File: config.mk
export PLATFORM = sky130hd
export DESIGN_NAME = pe_dot_ctrl
export DESIGN_NICKNAME = d
export VERILOG_FILES = /design/src/rtl/pe_dot_ctrl_pkg.sv /design/src/rtl/pe_dot_ctrl.sv
export SDC_FILE = /design/constraint.sdc
export NUM_CORES = 1
export LEC_CHECK = 0
export ABC_AREA = 1
export BUFFER_PORTS_ARGS = -buffer_cell sky130_fd_sc_hd__buf_2
export CAP_MARGIN = 20
export CELL_PAD_IN_SITES_DETAIL_PLACEMENT = 0
export CELL_PAD_IN_SITES_GLOBAL_PLACEMENT = 1
export CORE_AREA = 5 5 98 100
export CTS_CLUSTER_DIAMETER = 50
export DETAILED_ROUTE_END_ITERATION = 10
export DIE_AREA = 0 0 103 105
export GPL_ROUTABILITY_DRIVEN = 0
export PLACE_DENSITY_LB_ADDON = 0.1
export REMOVE_ABC_BUFFERS = 1
export SETUP_SLACK_MARGIN = 0.02
export SYNTH_ARGS = -nofsm -noshare
export SYNTH_HDL_FRONTEND = slang
export SYNTH_SLANG_ARGS = --single-unit
File: constraint.sdc
create_clock -name clk -period 3.45 [get_ports clk]
set_input_delay 0.345 -clock clk [delete_from_list [all_inputs] [get_ports clk]]
set_output_delay 0.345 -clock clk [all_outputs]
set_load 0.005 [all_outputs]
File: src/rtl/pe_dot_ctrl_pkg.sv
// Shared types and default widths for the pe_dot_ctrl dot-product sequencer.
package pe_dot_ctrl_pkg;

    localparam int ADDR_W_DEF = 8;
    localparam int DATA_W_DEF = 8;
    localparam int ACC_W_DEF  = 24;

    typedef enum logic [2:0] {
        ST_IDLE   = 3'd0,
        ST_CLEAR  = 3'd1,
        ST_RUN    = 3'd2,
        ST_DRAIN1 = 3'd3,
        ST_DRAIN2 = 3'd4,
        ST_DONE   = 3'd5
    } state_e;

endpackage

File: src/rtl/pe_dot_ctrl.sv
// Sequences one pe_unit through a signed int8 dot product read from two operand SRAMs.
// Optional: define PE_DOT_CTRL_RELU_EN to clamp negative results to zero (timing unchanged).
module pe_dot_ctrl
    import pe_dot_ctrl_pkg::*;
#(
    parameter int ADDR_W = ADDR_W_DEF,
    parameter int DATA_W = DATA_W_DEF,
    parameter int ACC_W  = ACC_W_DEF
) (
    input  logic              clk,
    input  logic              rst_n,
    input  logic              start,
    input  logic [ADDR_W:0]   vec_len,
    input  logic [ADDR_W-1:0] base_a,
    input  logic [ADDR_W-1:0] base_b,
    output logic              busy,
    output logic              rd_en,
    output logic [ADDR_W-1:0] rd_addr_a,
    output logic [ADDR_W-1:0] rd_addr_b,
    input  logic [DATA_W-1:0] rd_data_a,
    input  logic [DATA_W-1:0] rd_data_b,
    output logic              pe_clr,
    output logic              pe_ready,
    output logic [DATA_W-1:0] pe_in_data1,
    output logic [DATA_W-1:0] pe_in_data2,
    input  logic [ACC_W-1:0]  pe_outdata,
    output logic              res_valid,
    input  logic              res_ready,
    output logic [ACC_W-1:0]  res_data
);

    localparam int CNT_W = ADDR_W + 1;

    state_e            state_q, state_d;
    logic [CNT_W-1:0]  len_q, len_d;
    logic [CNT_W-1:0]  count_q, count_d;
    logic [CNT_W-1:0]  count_inc;
    logic [ADDR_W-1:0] addr_a_q, addr_a_d;
    logic [ADDR_W-1:0] addr_b_q, addr_b_d;
    logic              pe_ready_q;
    logic [ACC_W-1:0]  res_q, res_d;
    logic [ACC_W-1:0]  res_capt;

    assign count_inc = count_q + CNT_W'(1);

`ifdef PE_DOT_CTRL_RELU_EN
    assign res_capt = pe_outdata[ACC_W-1] ? '0 : pe_outdata;
`else
    assign res_capt = pe_outdata;
`endif

    always_comb begin
        state_d   = state_q;
        len_d     = len_q;
        count_d   = count_q;
        addr_a_d  = addr_a_q;
        addr_b_d  = addr_b_q;
        res_d     = res_q;
        busy      = 1'b1;
        rd_en     = 1'b0;
        pe_clr    = 1'b0;
        res_valid = 1'b0;
        case (state_q)
            ST_IDLE: begin
                busy = 1'b0;
                if (start) begin
                    len_d    = vec_len;
                    count_d  = '0;
                    addr_a_d = base_a;
                    addr_b_d = base_b;
                    state_d  = ST_CLEAR;
                end
            end
            ST_CLEAR: begin
                pe_clr  = 1'b1;
                state_d = (len_q == '0) ? ST_DRAIN1 : ST_RUN;
            end
            ST_RUN: begin
                rd_en    = 1'b1;
                count_d  = count_inc;
                addr_a_d = addr_a_q + ADDR_W'(1);
                addr_b_d = addr_b_q + ADDR_W'(1);
                if (count_inc == len_q) state_d = ST_DRAIN1;
            end
            // DRAIN1 lets the last pe_ready land; DRAIN2 sees the final accumulator.
            ST_DRAIN1: state_d = ST_DRAIN2;
            ST_DRAIN2: begin
                res_d   = res_capt;
                state_d = ST_DONE;
            end
            ST_DONE: begin
                res_valid = 1'b1;
                if (res_ready) state_d = ST_IDLE;
            end
            default: state_d = ST_IDLE;
        endcase
    end

    always_ff @(posedge clk or negedge rst_n) begin
        if (!rst_n) begin
            state_q    <= ST_IDLE;
            len_q      <= '0;
            count_q    <= '0;
            addr_a_q   <= '0;
            addr_b_q   <= '0;
            pe_ready_q <= 1'b0;
            res_q      <= '0;
        end else begin
            state_q    <= state_d;
            len_q      <= len_d;
            count_q    <= count_d;
            addr_a_q   <= addr_a_d;
            addr_b_q   <= addr_b_d;
            pe_ready_q <= rd_en;
            res_q      <= res_d;
        end
    end

    assign rd_addr_a   = addr_a_q;
    assign rd_addr_b   = addr_b_q;
    assign pe_ready    = pe_ready_q;
    assign pe_in_data1 = rd_data_a;
    assign pe_in_data2 = rd_data_b;
    assign res_data    = res_q;

endmodule

==> out/metrics.yaml <==
synthAdderAreaFrac_pct: 1.182
synth_seq_cells: 62
rows: 34
multi_input_area_mm2: 0.001295
grt_pass1_wl_um: 13270
skew_ps: 7.430
power.leakage_nw: 1.883
finalCoreUtilization_pct: 45.03
cap_violations: 0
cts_num_sinks: 62
crit_type: "reg2out"
die_x_um: 103
outcome: "complete, no violations"
syn_area_mm2: 0.003176
synthFlopType: "dfrtp_1"
fin_crit_ps: 1937
hold_viol: 0
clk_pin_slew_ps: 70
regArea_mm2: 0.001551
holdPathStages: 3
clockBufferDepth: 2
required_ps: 3110
whs_endpoint: "len_q[7]$_DFFE_PN0P_"
synth.distinct_cells: 35
drt-initial-drc-count: 61
die_height_um: 105
wire_per_inst_um: 14.74
hold_path_startpoint: "vec_len[7]"
drt_first_pass_iters: 4
drive_gt1_share_pct: 35.47
synth-compound-area-share_pct: 10.44
setup_viol: 0
r2r_slack_ps: 1520
synth_top_area_share_pct: 48.86
hold_class: "in2reg"
slew_headroom_pct: 61.32
synth_top_cell_by_area: "dfrtp_1"
r2r-start: "state_q[1]$_DFFE_PN0P_"
worstSkewPairLatency_ps: 330
max_freq_mhz: 516.3
cpPeakStageDelay_ps: 460
ff2ff_path_depth: 7
cp-start-kind: "flip-flop"
synth-seq-area-share_pct: 48.86
grt_pass1_vias: 2691
worst_pin_slew_ps: 578.1
grtUsageTotal_pct: 15.60
synthMuxAreaShare_pct: 8.511
vdd_ir_drop_max_uv: 369.9
start_util_pct: 36.95
ios: 130
cp-end-kind: "output pin"
synth_top_family_by_area: "simple AND/OR/NAND/NOR gates"
ys_warn_count: 0
yosys.area_share.simple_pct: 19.54
routed_via_density: 4.868
netlist_instances: 347
fillCellCount: 873
cts_buffers: 9
num_vias: 2653
ant_nets: 0
core_area_mm2: 0.008593
grt_max_degree: 31
num_antenna_cells: 0
drv_slew: 0
post_cts_buffers: 0
rsz0062_at_grt: "false"
r2r_end: "rd_addr_a[5]$_DFFE_PN0P_"
die-area_mm2: 0.01082
antenna_found_initial: 0
slowest_stage: "dfrtp_1"
async_flop_share_pct: 100.0
grt-ovfl-total: 0
numPortBuffers: 97
period_share_pct: 56.14
power_density_mw_per_mm2: 891.7
synth.avg_cell_area_um2: 9.151
post-route-drc-count: 0
synth-xor-area-share_pct: 1.103
layout.nets: 505
setup_tns_ps: 0
cts_tree: "built"
worst-path-max-fanout: 23
synthTopCellsByArea: "dfrtp_1 49%, mux2_2 8.5%, nand2_1 8.2%"
arrival_ps: 1590
area_growth_pct: 21.87
synth_edf_count: 0
dp.final_hpwl_um: 5854
htree_levels: 3
root_buffer: "clkbuf_8"
path_cells: "inv_2 -> nor3_4 -> buf_4 -> buf_2"
drt_wl_total_um: 8031
critical path: cells and delay by family (launching register included):
family / cells / cell delay (ps)
buf+inv: 3 / 590
flops: 1 / 460
simple gates: 1 / 210
sequential cells by signal, summed over array words and instances (netlist names):
register   flops
state_q        3
len_q          9
rd_addr_b      8
count_q        9
pe_ready       1
res_data      24
rd_addr_a      8
report_power, final:
group / internal, mW / switching [mW] / leakage [nW]
Clock: 0.440 / 0.282 / 0.115
Combinational: 0.645 / 0.782 / 1.02
Sequential: 1.06 / 0.241 / 0.752
cells in the mapped netlist, types with 2 or more instances:
master     n
nand2_1   69
buf_4     16
o21ai_1    6
or2_2      2
mux2_2    24
clkbuf_1   2
a21oi_1    9
nand4_1    8
inv_1     35
nor2_1    19
ha_1       3
buf_6      2
buf_2      6
nor3_1     7
xor2_1     3
o211ai_1   4
nand2_2    2
o22ai_1   11
dfrtp_1   62
a31oi_1    3
nand3_1   24
inv_2      3
o21ai_0   15
placed cells by master, fill, tap and decap left out, types with 2 or more instances in the layout:
cell type and n:
clkbuf_8 11, dfrtp_1 62, xor2_1 3, or2_2 2, a21oi_1 9, a31oi_1 3, o22ai_1 11, mux2_2 24
bufinv_16 2, nand2_1 69, o21ai_1 6, buf_2 97, clkinv_2 2, inv_1 35, buf_4 3, ha_1 3
nand4_1 8, nor3_1 7, nand3_1 24, o211ai_1 4, o21ai_0 15, nor2_1 19, inv_2 3, nand2_2 2
through the flow:
stage / power [mW] / area [um^2] / hold WS (ps) / setup WS, ps / std cells
6_report: 3.451 / 3870 / 217.8 / 1513 / 545
5_1_grt: 3.771 / 3870 / 211.4 / 1282 / 545
4_1_cts: 3.514 / 3870 / 197.7 / 1452 / 545
3_5_place_dp: 2.770 / 3638 / 303.5 / 1476 / 529
3_3_place_gp: 2.751 / 3638 / 299.2 / 1584 / 529
2_1_floorplan: 2.196 / 2995 / 49.41 / 1624 / 321
per-layer routing:
metal	global-route usage, %	up-vias	routed length [um]
li1	-	1323	-
met1	20.61	1212	3594
met2	21.77	108	3496
met3	7.795	10	830
met4	5.920	0	109
met5	0	-	0
final cells by class:
cell class | instances | area share (%)
timing repair buffer | 101 | 13.39
multi-input combinational | 220 | 33.46
inverter | 39 | 3.847
sequential | 62 | 40.09
clock buffer | 11 | 3.912
tap | 108 | 3.492
clock inverter | 4 | 1.811
cells by family after synthesis:
| kind of cell | Yosys count |
|---|---|
| AO/OA/AOI/OAI | 53 |
| multiplexers | 24 |
| AND/OR/NAND/NOR | 136 |
| flip-flops | 62 |
| buffers and inverters | 65 |
| XOR/XNOR | 4 |
| adder cells (fa/ha/maj) | 3 |
worst max-delay path by stage:
stage	cells past startpoint	slack, ps	end	start
after floorplan	4	1620	rd_addr_a[5]$_DFFE_PN0P_	state_q[0]$_DFFE_PN0P_
after global placement	7	1580	rd_addr_a[5]$_DFFE_PN0P_	state_q[1]$_DFFE_PN0P_
after detailed placement	7	1480	rd_addr_a[5]$_DFFE_PN0P_	state_q[1]$_DFFE_PN0P_
after CTS	3	1450	rd_en	state_q[0]$_DFFE_PN0P_
after global routing	7	1280	rd_addr_a[5]$_DFFE_PN0P_	state_q[1]$_DFFE_PN0P_
final	4	1510	rd_en	state_q[1]$_DFFE_PN0P_
repair_timing:
| item | in CTS | in global routing |
|---|---|---|
| hold buffers | 1 | 0 |
| resized for setup | 0 | 0 |
| endpoints found under the hold margin | 14 | 0 |
(Power assumes the default switching activity.)
